`config.mk`:
```
export PLATFORM = sky130hd
export DESIGN_NAME = seg7_scan
export DESIGN_NICKNAME = d
export VERILOG_FILES = /design/src/rtl/seg7_scan.sv
export SDC_FILE = /design/constraint.sdc
export NUM_CORES = 1
export LEC_CHECK = 0
export ABC_AREA = 1
export CORE_UTILIZATION = 56
export CTS_CLUSTER_DIAMETER = 30
export CTS_CLUSTER_SIZE = 14
export DETAILED_ROUTE_END_ITERATION = 10
export MAX_ROUTING_LAYER = met4
export PLACE_DENSITY_LB_ADDON = 0.1
export SETUP_SLACK_MARGIN = 0.1
export SYNTH_ARGS = -nofsm -noshare
export SYNTH_HDL_FRONTEND = slang
export SYNTH_SLANG_ARGS = --single-unit
```
`constraint.sdc`:
```
create_clock -name clk -period 1.9 [get_ports clk]
set_input_delay 0.38 -clock clk [delete_from_list [all_inputs] [get_ports clk]]
set_output_delay 0.38 -clock clk [all_outputs]
set_load 0.01 [all_outputs]
```
`src/rtl/seg7_scan.sv`:
```
// seg7_scan: multiplexed hex display driver for NUM_DIGITS common-anode digits.
// Content is captured into a pending buffer by load and only committed to the
// displayed buffer at a frame boundary, so a frame never mixes old and new data.
// Supports per-digit decimal points, per-digit blinking and leading-zero blanking.
module seg7_scan #(
  parameter int NUM_DIGITS   = 4,
  parameter int REFRESH_DIV  = 50000,
  parameter int BLINK_FRAMES = 64
) (
  input  logic                    clk,
  input  logic                    rst,
  input  logic                    load,
  input  logic [4*NUM_DIGITS-1:0] value,
  input  logic [NUM_DIGITS-1:0]   dp,
  input  logic [NUM_DIGITS-1:0]   blink_en,
  input  logic                    lz_en,
  output logic [7:0]              seg,
  output logic [NUM_DIGITS-1:0]   an,
  output logic                    busy
);

  localparam int DIV_W = (REFRESH_DIV > 1) ? $clog2(REFRESH_DIV) : 1;
  localparam int IDX_W = (NUM_DIGITS > 1) ? $clog2(NUM_DIGITS) : 1;
  localparam int BLK_W = (BLINK_FRAMES > 1) ? $clog2(BLINK_FRAMES) : 1;
  localparam logic [DIV_W-1:0] DIV_LAST = DIV_W'(REFRESH_DIV - 1);
  localparam logic [IDX_W-1:0] IDX_LAST = IDX_W'(NUM_DIGITS - 1);
  localparam logic [BLK_W-1:0] BLK_LAST = BLK_W'(BLINK_FRAMES - 1);

  // Hex nibble to segments g..a, active-low (1 = segment off).
  function automatic logic [6:0] hex_decode(input logic [3:0] nib);
    case (nib)
      4'h0:    hex_decode = 7'b1000000;
      4'h1:    hex_decode = 7'b1111001;
      4'h2:    hex_decode = 7'b0100100;
      4'h3:    hex_decode = 7'b0110000;
      4'h4:    hex_decode = 7'b0011001;
      4'h5:    hex_decode = 7'b0010010;
      4'h6:    hex_decode = 7'b0000010;
      4'h7:    hex_decode = 7'b1111000;
      4'h8:    hex_decode = 7'b0000000;
      4'h9:    hex_decode = 7'b0010000;
      4'hA:    hex_decode = 7'b0001000;
      4'hB:    hex_decode = 7'b0000011;
      4'hC:    hex_decode = 7'b1000110;
      4'hD:    hex_decode = 7'b0100001;
      4'hE:    hex_decode = 7'b0000110;
      4'hF:    hex_decode = 7'b0001110;
      default: hex_decode = 7'b1111111;
    endcase
  endfunction

  logic [DIV_W-1:0]        div;
  logic [IDX_W-1:0]        idx;
  logic                    tick;
  logic                    frame_end;
  logic [4*NUM_DIGITS-1:0] pending_val;
  logic [NUM_DIGITS-1:0]   pending_dp;
  logic [4*NUM_DIGITS-1:0] active_val;
  logic [NUM_DIGITS-1:0]   active_dp;
  logic                    active_valid;
  logic [BLK_W-1:0]        blink_cnt;
  logic                    blink_on;
  logic [NUM_DIGITS-1:0]   lz_mask;
  logic                    suppress;
  logic [3:0]              cur_nib;
  logic                    cur_dp;
  logic                    cur_blank;
  logic [7:0]              seg_next;
  logic [NUM_DIGITS-1:0]   an_next;

  assign tick      = (div == DIV_LAST);
  assign frame_end = tick && (idx == IDX_LAST);

  // Slot divider and digit index; a reset always restarts at digit 0 with a full slot.
  always_ff @(posedge clk) begin
    if (rst) begin
      div <= '0;
      idx <= '0;
    end else begin
      if (tick) begin
        div <= '0;
        if (idx == IDX_LAST) begin
          idx <= '0;
        end else begin
          idx <= idx + IDX_W'(1);
        end
      end else begin
        div <= div + DIV_W'(1);
      end
    end
  end

  // Pending/active double buffer; commit happens only at a frame boundary.
  // A load on the boundary commits the previous pending data and keeps busy set.
  always_ff @(posedge clk) begin
    if (rst) begin
      pending_val  <= '0;
      pending_dp   <= '0;
      active_val   <= '0;
      active_dp    <= '0;
      active_valid <= 1'b0;
      busy         <= 1'b0;
    end else begin
      if (frame_end && busy) begin
        active_val   <= pending_val;
        active_dp    <= pending_dp;
        active_valid <= 1'b1;
      end
      if (load) begin
        pending_val <= value;
        pending_dp  <= dp;
        busy        <= 1'b1;
      end else if (frame_end) begin
        busy <= 1'b0;
      end
    end
  end

  // Blink phase toggles after every BLINK_FRAMES frame boundaries, starting in "on".
  always_ff @(posedge clk) begin
    if (rst) begin
      blink_cnt <= '0;
      blink_on  <= 1'b1;
    end else if (frame_end) begin
      if (blink_cnt == BLK_LAST) begin
        blink_cnt <= '0;
        blink_on  <= ~blink_on;
      end else begin
        blink_cnt <= blink_cnt + BLK_W'(1);
      end
    end
  end

  // Leading-zero mask: blank from the top while nibble and dp are both zero; digit 0 always shown.
  always_comb begin
    lz_mask  = '0;
    suppress = lz_en;
    for (int i = NUM_DIGITS - 1; i >= 1; i--) begin
      if (suppress && (active_val[4*i +: 4] == 4'h0) && !active_dp[i]) begin
        lz_mask[i] = 1'b1;
      end else begin
        suppress = 1'b0;
      end
    end
  end

  // Next seg/an pair built from one index value so both always describe the same digit.
  always_comb begin
    cur_nib   = active_val[4*idx +: 4];
    cur_dp    = active_dp[idx];
    cur_blank = !active_valid || lz_mask[idx] || (!blink_on && blink_en[idx]);
    for (int i = 0; i < NUM_DIGITS; i++) begin
      an_next[i] = cur_blank || (idx != IDX_W'(i));
    end
    if (cur_blank) begin
      seg_next = 8'hFF;
    end else begin
      seg_next = {~cur_dp, hex_decode(cur_nib)};
    end
  end

  // Registered display outputs, dark after reset.
  always_ff @(posedge clk) begin
    if (rst) begin
      seg <= 8'hFF;
      an  <= '1;
    end else begin
      seg <= seg_next;
      an  <= an_next;
    end
  end

endmodule

```
==> impl_metrics.py, run 1 <==
metrics = {
    "placement": {
        "gp_congestion": 0.860,
        "place_inst": 603,
        "place_worst_setup_slack_ns": 0.122,
        "placed_cell_area_um2": 4090,
        "port_buffers": 40,
        "dp_hpwl_mm": 5.33,
    },
    "sta": {
        "finalCritPeriodShare": 0.870,
        "slew_headroom": 0.631,
        "final.setup.tns_ns": 0,
        "fin_crit_ns": 1.65,
        "fin_skew_ns": 0.00752,
        "worst_pin_slew_ns": 0.553,
        "setup_viol": 0,
        "slew_violations": 0,
        "timing.fmax_mhz": 605,
        "hold_viol": 0,
        "rsz0062_at_grt": "false",
        "worst_slack_ns": 0.247,
    },
    "power_and_ir_drop": {
        "power_leakage_nw": 1.69,
        "p_sw_frac": 0.205,
        "internal_power_mw": 2.77,
        "ir_drop_uv": 565,
        "power.share.clock": 0.465,
        "power_density_nw_per_um2": 794,
        "p_sw_uw": 714,
        "power_frac_comb": 0.045,
        "pwr-share-seq": 0.490,
    },
    "setup_path": {
        "cp-start-kind": "flip-flop",
        "crit_required_ns": 2.14,
        "endpoint_kind": "flip-flop",
        "worstPathArrival_ns": 1.89,
        "worstSetupPathType": "flip-flop to flip-flop",
        "critical_path_peak_fanout": 10,
    },
    "clock_tree": {
        "htreeDepth": 3,
        "clk_pin_slew_ns": 0.08,
        "cts_tree": "built",
        "cts_buffers": 9,
        "clk_path_buf_depth": 2,
        "clock-sinks": 79,
        "worstSkewPairLatency_ns": 0.36,
        "root_buffer": "clkbuf_8",
        "cts-hold-fix-buffers": 0,
    },
    "route": {
        "detail_route.first_pass.iterations": 5,
        "routed_wl_mm": 7.76,
        "vias_per_cell": 5.32,
        "drtAntennaViolNets": 0,
        "vias": 3312,
        "drc": 0,
        "drtIter0Drc": 246,
        "drt-wirelength-per-cell_um": 12.5,
    },
    "cells_and_area": {
        "area_growth_pct": 20.7,
        "drive_gt1_frac": 0.101,
        "fin_nets": 580,
        "final_common_cell": "nand2_1",
        "stdcell_area_um2": 4390,
        "final_cell_count_no_fill": 622,
        "diodes": 0,
        "mostFrequentLayoutCells": "115 x nand2_1, 78 x dfxtp_1, 71 x nor2_1",
    },
    "logic_synthesis": {
        "ys_top_cells_by_area": "dfxtp_1 43%, nand2_1 12%, nor2_1 7.3%",
        "synth_area_um2": 3640,
        "netlist_instances": 496,
        "synth_area_leader_cell": "dfxtp_1",
        "ys_warn_count": 0,
        "synth_top_area_share": 0.435,
        "synth_seq_cells": 79,
        "synthDistinctLibCells": 28,
        "ys_seq_area_frac": 0.435,
        "syn-num-nets": 536,
        "syn_avg_cell_area_um2": 7.34,
    },
    "floorplan": {
        "rows": 29,
        "core_area_um2": 6310,
        "fp.dieW_um": 82.6,
        "start_util": 0.576,
        "die_h_um": 82.6,
        "pin_count": 41,
        "die_area_um2": 6830,
    },
    "global_routing": {
        "antenna_found_initial": 0,
        "grt_first_pass_wirelength_mm": 12.7,
        "grt_usage": 0.252,
        "grt_pass1_vias": 2832,
        "grt_max_degree": 31,
        "grt-ovfl-total": 0,
    },
    "run": {
        "drv_cap": 0,
    },
    "min_path": {
        "hold_class": "flip-flop to flip-flop",
    },
    "outcome": {
        "status": "finished clean",
    },
}
==> area by class of cell <==
class / count / area, µm²
Clock buffer: 10 / 128
Clock inverter: 6 / 133
Fill cell: 557 / 1920
Inverter: 32 / 120
Multi-Input combinational cell: 365 / 1830
Sequential cell: 79 / 1580
Tap cell: 77 / 96.3
Timing Repair Buffer: 53 / 502
==> state kept, by name, summed over array words and instances (netlist names) <==
signal and flops:
blink_on 1, active_valid 1, seg 8, an 4, pending_dp 4, blink_cnt 6, pending_val 16, idx 2
active_val 16, busy 1, active_dp 4, div 16
==> cells in the mapped netlist, drive strengths merged <==
master	count
nor2	75
dfxtp	79
o21ai	30
nor2b	1
xor2	6
nor3	7
inv	32
nand4	24
nor4	1
nand2	124
clkbuf	13
or2	4
a21oi	39
nor3b	1
nand3	40
buf	8
ha	12
==> per-stage QoR <==
| step | total power [mW] | hold slack [ns] | util |
|---|---|---|---|
| 2_1_floorplan | 1.82 | 0.417 | - |
| 3_3_place_gp | 1.90 | 0.431 | 0.647 |
| 3_5_place_dp | 1.90 | 0.442 | 0.647 |
| 4_1_cts | 3.51 | 0.466 | 0.689 |
| 5_1_grt | 3.60 | 0.494 | 0.696 |
| 6_report | 3.49 | 0.463 | 0.696 |
==> power by group through the flow <==
| stage | registers (mW) | logic, mW | clock network, mW |
|---|---|---|---|
| 4_1_cts | 1.71 | 0.157 | 1.64 |
| 3_5_place_dp | 1.75 | 0.155 | 0 |
| 6_report | 1.71 | 0.157 | 1.62 |
| 5_1_grt | 1.71 | 0.179 | 1.71 |
| 3_3_place_gp | 1.75 | 0.153 | 0 |
| 2_1_floorplan | 1.74 | 0.0761 | 0 |
==> logic make-up after synthesis <==
| family | after synthesis | synth area share |
|---|---|---|
| and+or+nand+nor | 277 | 0.345 |
| xor gates and xnor gates | 6 | 0.0144 |
| adders and majority gates | 12 | 0.0413 |
| DFF | 79 | 0.435 |
| buffers and inverters | 53 | 0.0691 |
| AOI/OAI and AO/OA | 69 | 0.0959 |
==> worst paths after layout <==
path	startpoint	end	slack (ns)	depth (start not counted)
max	div[0]	active_val[6]	0.25	9
min	div[0]	div[0]	0.46	1
max reg2reg	div[0]	active_val[6]	0.25	9
min reg2reg	div[0]	div[0]	0.46	1
==> repair_timing <==
action,in CTS,in global routing
cloned,0,1
pin swaps,0,1
endpoints found under the setup margin,1,26
gates resized for setup,1,5
setup buffers,0,2
==> per-layer routing <==
layer / global-route usage / wire length [µm]
met1: 0.326 / 3690
met3: 0.0396 / 358
met2: 0.386 / 3520
met4: 0.121 / 184
met5: - / 0
==> critical path: stages, from the launching register on <==
cell and delay [ns]:
dfxtp_1 0.36, ha_1 0.20, nand2_2 0.10, nor2_4 0.13
nand3_2 0.09, nor2_4 0.11, buf_4 0.14, nand3_2 0.20
nand2_1 0.12, a21oi_1 0.07
No activity file was read; power rests on OpenSTA's default activity.
==> run 2: changes to the inputs <==
--- a/config.mk
+++ b/config.mk
@@ -6,6 +6,7 @@
 export NUM_CORES = 1
 export LEC_CHECK = 0
 export ABC_AREA = 1
+export CORE_ASPECT_RATIO = 1.4
 export CORE_UTILIZATION = 56
 export CTS_CLUSTER_DIAMETER = 30
 export CTS_CLUSTER_SIZE = 14
==> impl_metrics.py, run 2 (synthesized netlist as in run 1, its figures left out) <==
metrics = {
    "placement": {
        "dp_hpwl_mm": 5.16,
        "port_buffers": 40,
        "gp_congestion": 0.869,
        "place_worst_setup_slack_ns": 0.130,
        "placed_cell_area_um2": 4080,
    },
    "clock_tree": {
        "cts_buffers": 9,
        "htreeDepth": 3,
        "cts_tree": "built",
        "clock-sinks": 79,
        "worstSkewPairLatency_ns": 0.35,
        "clk_pin_slew_ns": 0.08,
        "root_buffer": "clkbuf_8",
        "clk_path_buf_depth": 2,
        "cts-hold-fix-buffers": 0,
    },
    "setup_path": {
        "r2r-end": "active_val[11]",
        "cp_slowest_stage_delay_ns": 0.36,
        "critPathMostFrequentCell": "nor2_4",
        "worst_path_max_delay_cell": "dfxtp_1",
        "worstSetupPathType": "flip-flop to flip-flop",
        "cp-start-kind": "flip-flop",
        "ff2ff_setup_slack_ns": 0.24,
        "crit_required_ns": 2.13,
        "endpoint_kind": "flip-flop",
        "rr_startpoint": "div[0]",
        "critical_path_peak_fanout": 11,
        "crit_chain": "ha_2 > nand2_2 > nor2_4 > nand3_2 > nor2_4 > buf_4 > nand3_4 > nand2_1 > a21oi_1",
        "worstPathArrival_ns": 1.89,
        "rr_worst_depth": 9,
    },
    "sta": {
        "final.setup.tns_ns": 0,
        "worst_pin_slew_ns": 0.537,
        "timing.fmax_mhz": 602,
        "finalCritPeriodShare": 0.874,
        "slew_violations": 0,
        "slew_headroom": 0.641,
        "hold_viol": 0,
        "fin_crit_ns": 1.66,
        "worst_slack_ns": 0.240,
        "setup_viol": 0,
        "rsz0062_at_grt": "true",
        "fin_skew_ns": 0.0137,
    },
    "min_path": {
        "hold_class": "flip-flop to flip-flop",
        "hold_depth": 1,
        "min_from": "div[0]",
        "holdPathEnd": "div[0]",
    },
    "route": {
        "routed_wl_mm": 7.36,
        "detail_route.first_pass.iterations": 4,
        "drtAntennaViolNets": 0,
        "drt-wirelength-per-cell_um": 12.0,
        "vias": 3251,
        "wl_met3_um": 260,
        "top_layer": "met4",
        "wl_met2_mm": 3.54,
        "wl_met1_mm": 3.36,
        "drc": 0,
        "drtIter0Drc": 148,
        "vias_per_cell": 5.29,
    },
    "power_and_ir_drop": {
        "power_density_nw_per_um2": 793,
        "ir_drop_uv": 547,
        "power_leakage_nw": 1.68,
        "power.total_mw": 3.47,
    },
    "floorplan": {
        "fp.dieW_um": 70.1,
        "die_h_um": 97.4,
        "start_util": 0.582,
        "die_area_um2": 6830,
        "rows": 34,
        "pin_count": 41,
        "core_area_um2": 6250,
    },
    "global_routing": {
        "grt-ovfl-total": 0,
        "grt_max_degree": 31,
        "grt_first_pass_wirelength_mm": 13.0,
        "antenna_found_initial": 0,
        "grt_pass1_vias": 3025,
        "grt_usage": 0.239,
    },
    "cells_and_area": {
        "drive_gt1_frac": 0.0994,
        "top_regs": "active_val: 16 flops, div: 16 flops, pending_val: 16 flops",
        "area_growth_pct": 20.2,
        "stdcell_area_um2": 4380,
        "fin_nets": 579,
        "mostFrequentLayoutCells": "117 x nand2_1, 77 x dfxtp_1, 71 x nor2_1",
        "diodes": 0,
        "final_common_cell": "nand2_1",
    },
    "outcome": {
        "status": "finished clean",
    },
    "run": {
        "drv_cap": 0,
    },
}
run 2: changes by cell type in the layout (fill, tap and decap cells not counted):
cell / before / now
nand2_1: 115 / 117
nand2_2: 8 / 6
buf_4: 12 / 11
clkbuf_1: 1 / 0
clkinv_4: 0 / 1
clkinvlp_4: 1 / 0
dfxtp_1: 78 / 77
dfxtp_2: 1 / 2
ha_1: 12 / 11
ha_2: 0 / 1
run 2: area by class of cell:
class | instances | area (µm²)
Multi-Input combinational cell | 365 | 1830
Clock buffer | 9 | 124
Inverter | 32 | 120
Fill cell | 551 | 1880
Clock inverter | 6 | 134
Tap cell | 72 | 90.1
Timing Repair Buffer | 52 | 494
Sequential cell | 79 | 1580
run 2: metrics by stage:
stage / hold WS [ns] / utilization / cells
2_1_floorplan: 0.417 / - / 496
3_3_place_gp: 0.431 / 0.653 / 598
3_5_place_dp: 0.442 / 0.653 / 598
4_1_cts: 0.454 / 0.695 / 613
5_1_grt: 0.481 / 0.700 / 615
6_report: 0.453 / 0.700 / 615
run 2: how the worst max path moves through the flow:
stage,startpoint,end,slack [ns],cells after the start
3_3_place_gp,blink_en[3],seg[7],0.20,7
3_5_place_dp,div[0],active_dp[1],0.13,8
4_1_cts,div[0],active_val[9],0.22,8
2_1_floorplan,idx[0],seg[0],0.30,11
5_1_grt,div[0],busy,0.07,8
6_report,div[0],active_val[11],0.24,9
run 2: per-layer routing:
metal	global-route usage	vias to the layer above
met3	0.0322	15
met2	0.394	73
met4	0.115	0
li1	-	1705
met5	-	-
met1	0.286	1458
run 2: where the power goes:
group          leakage [nW]  switching, mW  internal (mW)
sequential            0.644         0.0197           1.69
combinational         0.910         0.0776         0.0803
clock                 0.129          0.604          0.998
run 2: timing repair:
action / CTS / global route
cloned: 0 / 1
pin swaps: 0 / 1
endpoints found under the setup margin: 1 / 23
setup buffers: 0 / 1
resized for setup: 1 / 5
endpoints found under the hold margin: 0 / 0
run 2: critical path: cells and delay by family, from the launching register on:
kind / cells / cell delay (ns)
flip-flops: 1 / 0.36
AO/OA/AOI/OAI: 1 / 0.06
buffers and inverters: 1 / 0.16
AND/OR/NAND/NOR: 6 / 0.76
adder cells (fa/ha/maj): 1 / 0.19
